### src/rtl/riscv_muldiv_pkg.sv
// Shared constants, op encodings and FSM state type for the RV32M multiply/divide unit.
package riscv_muldiv_pkg;

  localparam int unsigned XLEN  = 32;
  localparam int unsigned ITER  = 32;
  localparam int unsigned CNT_W = $clog2(ITER);

  localparam logic [2:0] OP_MUL    = 3'b000;
  localparam logic [2:0] OP_MULH   = 3'b001;
  localparam logic [2:0] OP_MULHSU = 3'b010;
  localparam logic [2:0] OP_MULHU  = 3'b011;
  localparam logic [2:0] OP_DIV    = 3'b100;
  localparam logic [2:0] OP_DIVU   = 3'b101;
  localparam logic [2:0] OP_REM    = 3'b110;
  localparam logic [2:0] OP_REMU   = 3'b111;

  typedef enum logic [1:0] {
    IDLE = 2'd0,
    CALC = 2'd1,
    FIX  = 2'd2,
    DONE = 2'd3
  } state_e;

  // MUL is treated as unsigned: the low product half is sign-agnostic.
  function automatic logic a_is_signed(input logic [2:0] op);
    return (op == OP_MULH) || (op == OP_MULHSU) || (op == OP_DIV) || (op == OP_REM);
  endfunction

  function automatic logic b_is_signed(input logic [2:0] op);
    return (op == OP_MULH) || (op == OP_DIV) || (op == OP_REM);
  endfunction

endpackage

### src/rtl/riscv_muldiv_abs.sv
// Conditional two's-complement negate, used for operand magnitudes and the final sign fix.
module muldiv_abs #(
  parameter int unsigned W = 32
) (
  input  logic [W-1:0] value_i,
  input  logic         negate_en_i,
  output logic [W-1:0] value_c_o
);

  assign value_c_o = negate_en_i ? (~value_i + W'(1)) : value_i;

endmodule

### src/rtl/riscv_muldiv.sv
// Iterative RV32M multiply/divide unit (shift-add / restoring divide, 32 iterations).
// Define MULDIV_FAST_SPECIAL_EN to resolve divide-by-zero and signed overflow in one cycle.
module riscv_muldiv #(
  parameter int unsigned XLEN = 32
) (
  input  logic            clk,
  input  logic            rst_n,
  input  logic            start,
  input  logic [2:0]      op,
  input  logic [XLEN-1:0] a,
  input  logic [XLEN-1:0] b,
  output logic            busy,
  output logic            done,
  output logic [XLEN-1:0] result,
  output logic            zero
);
  import riscv_muldiv_pkg::*;

  localparam int unsigned DW = 2 * XLEN;
  localparam logic [CNT_W-1:0] LAST = CNT_W'(ITER - 1);
  localparam logic [XLEN-1:0] INT_MIN = {1'b1, {(XLEN-1){1'b0}}};

  state_e            state_q, state_d;
  logic [2:0]        op_q, op_d;
  logic [CNT_W-1:0]  count_q, count_d;
  logic [DW-1:0]     acc_q, acc_d;
  logic [XLEN-1:0]   dvsr_q, dvsr_d;
  logic [XLEN-1:0]   a_raw_q, a_raw_d;
  logic              sign_q, sign_d;
  logic              div0_q, div0_d;
  logic              ovf_q, ovf_d;
  logic [XLEN-1:0]   result_d;
  logic              zero_d, busy_d, done_d;
`ifdef MULDIV_FAST_SPECIAL_EN
  logic              pend_q, pend_d;
`endif

  logic              neg_a_c, neg_b_c, div0_c, ovf_c, accept_c;
  logic [XLEN-1:0]   abs_a_c, abs_b_c;
  logic [DW-1:0]     fix_in_c, fix_out_c;
  logic [XLEN-1:0]   fix_sel_c, spec_val_c;
  logic [XLEN:0]     mul_sum_c, rem_sh_c;
  logic [XLEN-1:0]   rem_sub_c;
  logic              rem_ge_c;

  assign neg_a_c = a_is_signed(op) & a[XLEN-1];
  assign neg_b_c = b_is_signed(op) & b[XLEN-1];
  assign div0_c  = op[2] & (b == '0);
  assign ovf_c   = op[2] & ~op[0] & (a == INT_MIN) & (&b);

  muldiv_abs #(.W(XLEN)) u_abs_a (.value_i(a), .negate_en_i(neg_a_c), .value_c_o(abs_a_c));
  muldiv_abs #(.W(XLEN)) u_abs_b (.value_i(b), .negate_en_i(neg_b_c), .value_c_o(abs_b_c));

  // Divide results sit in the low half so one wide negator serves both paths.
  assign fix_in_c = op_q[2] ? {{XLEN{1'b0}}, (op_q[1] ? acc_q[DW-1:XLEN] : acc_q[XLEN-1:0])}
                            : acc_q;
  muldiv_abs #(.W(DW)) u_fix (.value_i(fix_in_c), .negate_en_i(sign_q), .value_c_o(fix_out_c));

  assign fix_sel_c  = (op_q[2] || (op_q == OP_MUL)) ? fix_out_c[XLEN-1:0] : fix_out_c[DW-1:XLEN];
  assign spec_val_c = op_q[1] ? (div0_q ? a_raw_q : '0) : (div0_q ? '1 : INT_MIN);

  // Iteration datapath: acc holds {partial, multiplier} or {remainder, quotient/dividend}.
  assign mul_sum_c = {1'b0, acc_q[DW-1:XLEN]} + (acc_q[0] ? {1'b0, dvsr_q} : '0);
  assign rem_sh_c  = {acc_q[DW-1:XLEN], acc_q[XLEN-1]};
  assign rem_ge_c  = rem_sh_c >= {1'b0, dvsr_q};
  assign rem_sub_c = rem_sh_c[XLEN-1:0] - dvsr_q;

`ifdef MULDIV_FAST_SPECIAL_EN
  assign accept_c = start & ((state_q == IDLE) | (state_q == DONE)) & ~pend_q;
`else
  assign accept_c = start & ((state_q == IDLE) | (state_q == DONE));
`endif

  always_comb begin
    state_d  = state_q;
    op_d     = op_q;
    count_d  = count_q;
    acc_d    = acc_q;
    dvsr_d   = dvsr_q;
    a_raw_d  = a_raw_q;
    sign_d   = sign_q;
    div0_d   = div0_q;
    ovf_d    = ovf_q;
    result_d = result;
    zero_d   = zero;
`ifdef MULDIV_FAST_SPECIAL_EN
    pend_d   = pend_q;
`endif
    case (state_q)
      IDLE, DONE: begin
        if (state_q == DONE) state_d = IDLE;
`ifdef MULDIV_FAST_SPECIAL_EN
        if (pend_q) begin
          result_d = spec_val_c;
          zero_d   = (spec_val_c == '0);
          pend_d   = 1'b0;
          state_d  = DONE;
        end
`endif
        if (accept_c) begin
          op_d    = op;
          count_d = '0;
          a_raw_d = a;
          div0_d  = div0_c;
          ovf_d   = ovf_c;
          sign_d  = (op[2] & op[1]) ? neg_a_c : (neg_a_c ^ neg_b_c);
          acc_d   = {{XLEN{1'b0}}, (op[2] ? abs_a_c : abs_b_c)};
          dvsr_d  = op[2] ? abs_b_c : abs_a_c;
          state_d = CALC;
`ifdef MULDIV_FAST_SPECIAL_EN
          if (div0_c | ovf_c) begin
            pend_d  = 1'b1;
            state_d = IDLE;
          end
`endif
        end
      end
      CALC: begin
        if (op_q[2]) begin
          acc_d = rem_ge_c ? {rem_sub_c, acc_q[XLEN-2:0], 1'b1}
                           : {rem_sh_c[XLEN-1:0], acc_q[XLEN-2:0], 1'b0};
        end else begin
          acc_d = {mul_sum_c, acc_q[XLEN-1:1]};
        end
        count_d = count_q + CNT_W'(1);
        if (count_q == LAST) state_d = FIX;
      end
      FIX: begin
        result_d = (div0_q | ovf_q) ? spec_val_c : fix_sel_c;
        zero_d   = (result_d == '0);
        state_d  = DONE;
      end
      default: state_d = IDLE;
    endcase
    busy_d = (state_d == CALC) || (state_d == FIX);
    done_d = (state_d == DONE);
  end

  // State and registered outputs.
  always_ff @(posedge clk or negedge rst_n) begin
    if (!rst_n) begin
      state_q <= IDLE;
      busy    <= 1'b0;
      done    <= 1'b0;
      result  <= '0;
      zero    <= 1'b1;
      count_q <= '0;
`ifdef MULDIV_FAST_SPECIAL_EN
      pend_q  <= 1'b0;
`endif
    end else begin
      state_q <= state_d;
      busy    <= busy_d;
      done    <= done_d;
      result  <= result_d;
      zero    <= zero_d;
      count_q <= count_d;
`ifdef MULDIV_FAST_SPECIAL_EN
      pend_q  <= pend_d;
`endif
    end
  end

  // Operand and iteration registers.
  always_ff @(posedge clk or negedge rst_n) begin
    if (!rst_n) begin
      op_q    <= OP_MUL;
      acc_q   <= '0;
      dvsr_q  <= '0;
      a_raw_q <= '0;
      sign_q  <= 1'b0;
      div0_q  <= 1'b0;
      ovf_q   <= 1'b0;
    end else begin
      op_q    <= op_d;
      acc_q   <= acc_d;
      dvsr_q  <= dvsr_d;
      a_raw_q <= a_raw_d;
      sign_q  <= sign_d;
      div0_q  <= div0_d;
      ovf_q   <= ovf_d;
    end
  end

endmodule

### config.mk
export PLATFORM = sky130hd
export DESIGN_NAME = riscv_muldiv
export DESIGN_NICKNAME = d
export VERILOG_FILES = /design/src/rtl/riscv_muldiv_pkg.sv /design/src/rtl/riscv_muldiv_abs.sv /design/src/rtl/riscv_muldiv.sv
export SDC_FILE = /design/constraint.sdc
export NUM_CORES = 1
export LEC_CHECK = 0
export ABC_AREA = 1
export CELL_PAD_IN_SITES_DETAIL_PLACEMENT = 1
export CELL_PAD_IN_SITES_GLOBAL_PLACEMENT = 1
export CORE_MARGIN = 3
export CORE_UTILIZATION = 30
export DETAILED_ROUTE_END_ITERATION = 7
export PLACE_DENSITY = 0.58
export SYNTH_ARGS = -nofsm -noshare
export SYNTH_HDL_FRONTEND = slang
export SYNTH_SLANG_ARGS = --single-unit
export TNS_END_PERCENT = 20
### constraint.sdc
create_clock -name clk -period 3.85 [get_ports clk]
set_input_delay 0.9625 -clock clk [delete_from_list [all_inputs] [get_ports clk]]
set_output_delay 0.9625 -clock clk [all_outputs]
set_load 0.1 [all_outputs]
## Yosys cells after proc, flatten, opt, wreduce, memory -nomap -nowiden

Index checks and enable logic that the tools add are counted.

| cells by class | value |
|---|---|
| add/subtract/negate cells | 6 |
| $mul | 0 |
| div/mod/pow operators | 0 |
| $lt $le $gt $ge | 1 |
| equality and inequality tests | 13 |
| shifts and indexed selects | 0 |
| multiplexer cells | 24 |
| bitwise gates (word level) | 15 |
| reduce and logical (&&, ||, !) cells | 16 |

Operators by type and width:

| kind | count |
|---|---|
| 32-bit two-way mux | 10 |
| 64-bit two-way mux | 5 |
| 64-bit one-hot mux with 2 select lines | 1 |
| 32-bit by 1-bit adder with 32-bit output, second input constant | 2 |
| 64-bit by 1-bit adder with 64-bit output, second input constant | 1 |
| 32-bit logical NOT | 2 |
| 32-bit NOT | 2 |
| 64-bit NOT | 1 |
| 32-bit by 32-bit adder with 33-bit output | 1 |
| 33-bit by 32-bit >= comparator with 1-bit output | 1 |
| 32-bit == test, second input constant | 1 |
| 32-bit AND reduction | 1 |
| 32-bit subtractor | 1 |
| 31-bit two-way mux | 1 |
| 5-bit one-hot mux with 2 select lines | 1 |
| 1-bit bitwise AND | 8 |
| 2-bit == test, second input constant | 4 |
| 1-bit logical OR | 7 |
| 3-bit == test, second input constant | 2 |
| 2-bit two-way mux | 3 |
| 2-bit one-hot mux with 3 select lines | 1 |
| 5-bit by 1-bit adder with 5-bit output, second input constant | 1 |
| 5-bit == test, second input constant | 1 |
| 5-bit two-way mux | 1 |
| 13 further kinds | 16 |

| word-level totals | value |
|---|---|
| register bits | 176 |
| latch bits | 0 |
| bits in writable memories | 0 |
| memory bits (read-only) | 0 |
| bits of input ports | 70 |
| output and inout bits | 35 |
| logic and storage cells | 88 |
| memories | 0 |

## Logic depth before layout (Yosys ltp)

Gate-level depths: netlist (run 1).

| logic depth | value |
|---|---|
| word-level depth | 9 |
| mapped depth | 24 |
| gate-level depth less buffers | 22 |

## By module

A second synthesis (run 1) with hierarchy kept.

| unflattened totals | value |
|---|---|
| cell total of the unflattened synthesis | 3420 |
| area, all modules | 19815.3 sq um |

By module, submodules not included:

| module | times used | cells an instance | area each (sq um) | sequential area each (sq um) |
|---|---|---|---|---|
| riscv_muldiv | 1 | 2468 | 15132.0 | 4405.5 |
| muldiv_abs (u_fix) | 1 | 498 | 2466.1 | 0.0 |
| muldiv_abs (u_abs_a ...) | 2 | 227 | 1108.6 | 0.0 |

## Worst setup path before layout (run 1)

No wires, ideal clock.

| path | value |
|---|---|
| path kind | register to register |
| start | register acc_q[0] |
| end | register acc_q[61] |
| library setup time | 0.118 ns |
| arrival | 2.907 ns |
| required time | 3.732 ns |
| path slack | 0.825 ns |
| stages on the path, launching flop included | 22 |
| buffers on the path | 2 |
| clock period less this slack | 3.025 ns |
| cells stage by stage | dfrtp_1 clkbuf_1 clkbuf_1 nand2_1 inv_1 ha_1 inv_1 fa_1 inv_1 nand3_1 nand2_1 a21oi_1 o21ai_0 nand3_1 nand3_1 nand2_1 o211ai_1 nand3_1 nand3_1 nand3_1 nand3_1 nand2_1 |

| on the way | value |
|---|---|
| word-level cells in the longest chain between the ends | 4 |

RTL lines:

| item | RTL line | RTL |
|---|---|---|
| from (decl) | riscv_muldiv.sv:26 | `logic [DW-1:0] acc_q, acc_d;` |
| from (signal assigned) | riscv_muldiv.sv:168 | `acc_q <= '0;` |
| from (signal assigned) | riscv_muldiv.sv:176 | `acc_q <= acc_d;` |
| 32-bit two-way mux | riscv_muldiv.sv:63 | `assign mul_sum_c = {1'b0, acc_q[DW-1:XLEN]} + (acc_q[0] ? {1'b0, dvsr_q} : '0);` |
| 32-bit by 32-bit adder with 33-bit output | riscv_muldiv.sv:63 |  |
| 64-bit two-way mux | riscv_muldiv.sv:119 | `if (op_q[2]) begin` |
| 64-bit one-hot mux with 2 select lines | riscv_muldiv.sv:89 | `case (state_q)` |

Every way passes these cells.
A chain may end at the register's enable or synchronous reset.

## Worst setup path in the final report (run 1)

| path | value |
|---|---|
| start | register op_q[2] |
| end | register zero |

| on the way | value |
|---|---|
| word-level cells in the longest chain between the ends | 7 |
| elaborated cells between the ends (all ways) | 9 |
| classes of those cells | add/sub (1); mux (4); bitwise (1); reduce/logical (3) |

RTL lines:

| item | RTL line | RTL |
|---|---|---|
| from (decl) | riscv_muldiv.sv:24 | `logic [2:0] op_q, op_d;` |
| from (signal assigned) | riscv_muldiv.sv:175 | `op_q <= op_d;` |
| 64-bit two-way mux | riscv_muldiv.sv:55 | `assign fix_in_c = op_q[2] ? {{XLEN{1'b0}}, (op_q[1] ? acc_q[DW-1:XLEN] : acc_q[XLEN-1:0])}` |
| 64-bit NOT | riscv_muldiv_abs.sv:10 | `assign value_c_o = negate_en_i ? (~value_i + W'(1)) : value_i;` |
| 64-bit by 1-bit adder with 64-bit output | riscv_muldiv_abs.sv:10 |  |
| 64-bit two-way mux | riscv_muldiv_abs.sv:10 |  |
| 32-bit two-way mux * | riscv_muldiv.sv:59 | `assign fix_sel_c = (op_q[2] \|\| (op_q == OP_MUL)) ? fix_out_c[XLEN-1:0] : fix_out_c[DW-1:XLEN];` |
| 32-bit two-way mux * | riscv_muldiv.sv:129 | `result_d = (div0_q \| ovf_q) ? spec_val_c : fix_sel_c;` |
| 32-bit logical NOT * | riscv_muldiv.sv:130 | `zero_d = (result_d == '0);` |
| to (signal assigned) | riscv_muldiv.sv:156 | `zero <= zero_d;` |
| to (decl) | riscv_muldiv.sv:15 | `output logic zero` |

Every way passes the cells marked *; elsewhere a longest branch is shown, timed or not.

==> reports/qor.txt, run 1 <==
Skew final = 0.0155 ns
Total power = 21.6 mW
Initial drt markers = 1960
Post-synth EDFFs = 0
Die area = 62400 sq um
Distinct cells, synth = 53
Via count = 21100
Cells after DPL = 3765
Fin util = 35.7%
CTS tree = built
Initial core utilization = 30.6%
Clock power frac = 8.9%
First-pass GRT wire length = 142 mm
Post-DR vias/cell = 5.56
R2r worst-path depth = 19
Crit Path Class = reg -> reg
Post-Route WL = 97.4 mm
Maximum VDD drop = 0.000657 V
Synth area leaders = dfrtp_1 25%, nand2_1 16%, o21ai_0 7.2%, inv_1 7.2%, nand3_1 6.5%
Slew at the pin with the worst max-slew slack = 1.04 ns
Non-filler cells, final = 3797
Share of layout cells above drive strength 1 = 8.25%
Layout Nets = 3164
Worst hold slack = 0.471 ns
Num CTS Buffers = 17
Post-layout minimum cycle time = 3.66 ns
Post-synthesis net count = 3048
Layout Area Growth over Synthesis = 16.8%
Fin crit share = 95.0%
Count of final hold-check violations = 0
Critical Path RT = 4.29 ns
Number of antenna violations at the first check in global routing = 0
CP Cell Sequence = nand2_4 -> nand2_1 -> nand2_1 -> nand2_1 -> nor2_1 -> nand2_1 -> nor2_1 -> nand2_1 -> nand2_4 -> nand3_1 -> nand2_1 -> nand3_1 -> nand3_1 -> nand2_1 -> nor2_1 -> nand2_1 -> nor2_1 -> nand3_1 -> nand2_1
Internal = 8.10 mW
Row count = 88
Pre-CTS setup slack = 0.118 ns
Flop pwr share = 16.1%
Latest clock arrival within the worst-skew pair = 0.50 ns
Sequential share of the synthesized area = 24.7%
Final WS setup = 0.192 ns
Slew Viols, Final = 0
Port Buf Inserts = 104
RSZ-0062 raised after global routing = no
Crit path DAT = 4.10 ns
Post-synth top cells = 758 x nand2_1, 342 x inv_1, 306 x nor2_1
Largest net degree at the start of global routing = 80
H-Tree Depth = 4
Combinational Power Share = 74.9%
Number of synthesized register bits = 176
Post-CTS setup buffer count = 0
Pwr Density = 1040 nW/um^2
Setup tns final = 0 ns
Ys flop type = dfrtp_1
Startpoint types = register
Crit-path max FO = 42
Most frequent CP cell = nand2_1
N_diodes = 0
Switching part of the total = 62.5%
YS warnings = 0
Sw Pwr = 13.5 mW
Core box area = 58200 sq um
Max incr delay on CP = 0.52 ns
Critical-path top delay cell = dfrtp_4
Gr ovfl total = 0
Max-cap viol count = 0
Final Instance Area = 20800 sq um
Root buffer cell = clkbuf_16
Final setup viols = 0
Total global-route track usage = 30.6%
Clock sink count = 176
Top-count cell post-synth = nand2_1
Gpl congestion = 0.988
Clock transition at the registers of the reported paths = 0.08 ns
Slew HR = 30.4%
Vias in the first global route = 21300
Num ports = 105
Die Span Y = 250 um
1st-pass router iterations = 5
Mapped Cells = 2903
WL per Instance = 25.7 um
Post-synth top area share = 24.6%
Hold_buf cts = 0
Status = complete, no violations
Residual DRC = 0
Die W = 250 um
Gates resized, CTS repair = 0
Synth area leader = dfrtp_1
Leak pwr = 10.2 nW
Hold crit path type = in -> async
Synthesized area = 17800 sq um
CTS max path bufs = 2
Antenna Violating Nets Remaining = 0
Async SR Flop Fraction = 100%
Crit path capture type = register
Cell Area, Placed = 20200 sq um
DP HPWL = 80.0 mm
Max Clk Rate = 273 MHz
Avg Cell Area, Syn = 6.14 sq um
power groups by stage:
stage	clock (mW)	combinational, mW	sequential (mW)
4_1_cts	1.97	15.9	3.47
3_5_place_dp	0	15.8	3.50
3_3_place_gp	0	15.6	3.48
2_1_floorplan	0	8.83	4.42
6_report	1.93	16.2	3.49
5_1_grt	2.04	17.4	3.55
area by class of cell:
cell class	instances	area, sq um
fillers	7590	37400
multi-input cells	2254	11500
flip-flops and latches	176	4410
repair buffers	218	1970
inverters	352	1320
well taps	765	957
clock buffers	17	425
clock inverters	15	205
cell families (layout without fill, tap and decap cells):
family          count (synthesis)  in the layout  synth area share [%]
xor+xnor                       84             84                  4.13
fa+ha+maj                      75             75                  5.35
buf+inv                       473            602                  10.7
flops                         176            176                  24.7
simple gates                 1471           1471                  35.2
compound gates                624            624                  19.9
critical path, delay by kind of cell, from the launching register on:
family | cells | cell delay [ns]
flops | 1 | 0.52
simple gates | 19 | 3.08
cells in the final DEF (no fill, tap or decap), drive strengths merged, types with 5 or more instances in the layout:
cell | netlist | routed
nor4 | 9 | 9
a31oi | 67 | 67
o221ai | 26 | 26
a21boi | 6 | 6
nor3 | 39 | 39
clkbuf | 76 | 18
clkinv | 2 | 8
buf | 45 | 115
ha | 73 | 73
or2 | 15 | 15
nor2 | 331 | 331
o21a | 7 | 7
nand2 | 788 | 788
o21bai | 8 | 8
inv | 350 | 358
xor2 | 69 | 69
nand4 | 45 | 45
xnor2 | 15 | 15
o21ai | 284 | 284
o211ai | 32 | 32
nand3 | 235 | 235
a22oi | 7 | 7
nand3b | 7 | 7
a21o | 5 | 5
clkdlybuf4s50 | 0 | 102
a21oi | 169 | 169
dfrtp | 175 | 175
state kept, by name (all words and copies together), names as in the netlist:
signal,cells
a_raw_q,32
state_q,2
div0_q,1
acc_q,64
result,32
ovf_q,1
sign_q,1
zero,1
count_q,5
dvsr_q,32
op_q,3
done,1
busy,1
metal layers:
| layer | GRT usage (%) | share of wire (%) | vias up | routed length [um] |
|---|---|---|---|---|
| met5 | 0 | 0 | - | 0 |
| met3 | 4.34 | 5.9 | 111 | 5740 |
| li1 | - | - | 9831 | - |
| met4 | 10.4 | 3.4 | 0 | 3270 |
| met1 | 42.6 | 46 | 10400 | 45100 |
| met2 | 48.4 | 44 | 716 | 43300 |
path summary, 6_finish.rpt:
path                                    startpoint                 endpoint  slack [ns]
setup / recovery               op_q[2]$_DFFE_PN0P_         zero$_DFFE_PN1N_        0.19
hold / removal                               rst_n   result[31]$_DFFE_PN0N_        0.47
setup reg to reg               op_q[2]$_DFFE_PN0P_         zero$_DFFE_PN1N_        0.19
hold reg to reg            a_raw_q[12]$_DFFE_PN0P_  a_raw_q[12]$_DFFE_PN0P_        0.48
max in group asynchronous                    rst_n    acc_q[23]$_DFFE_PN0P_        2.43
min in group clk           a_raw_q[12]$_DFFE_PN0P_  a_raw_q[12]$_DFFE_PN0P_        0.48
No activity file was read; power rests on OpenSTA's default activity.
==> run 2, diff against run 1 <==
--- a/config.mk
+++ b/config.mk
@@ -6,6 +6,7 @@
 export NUM_CORES = 1
 export LEC_CHECK = 0
 export ABC_AREA = 1
+export CAP_MARGIN = 10
 export CELL_PAD_IN_SITES_DETAIL_PLACEMENT = 1
 export CELL_PAD_IN_SITES_GLOBAL_PLACEMENT = 1
 export CORE_MARGIN = 3
==> results of run 2 <==
Same layout as run 1: the final DEF is identical, and so are final timing and power.
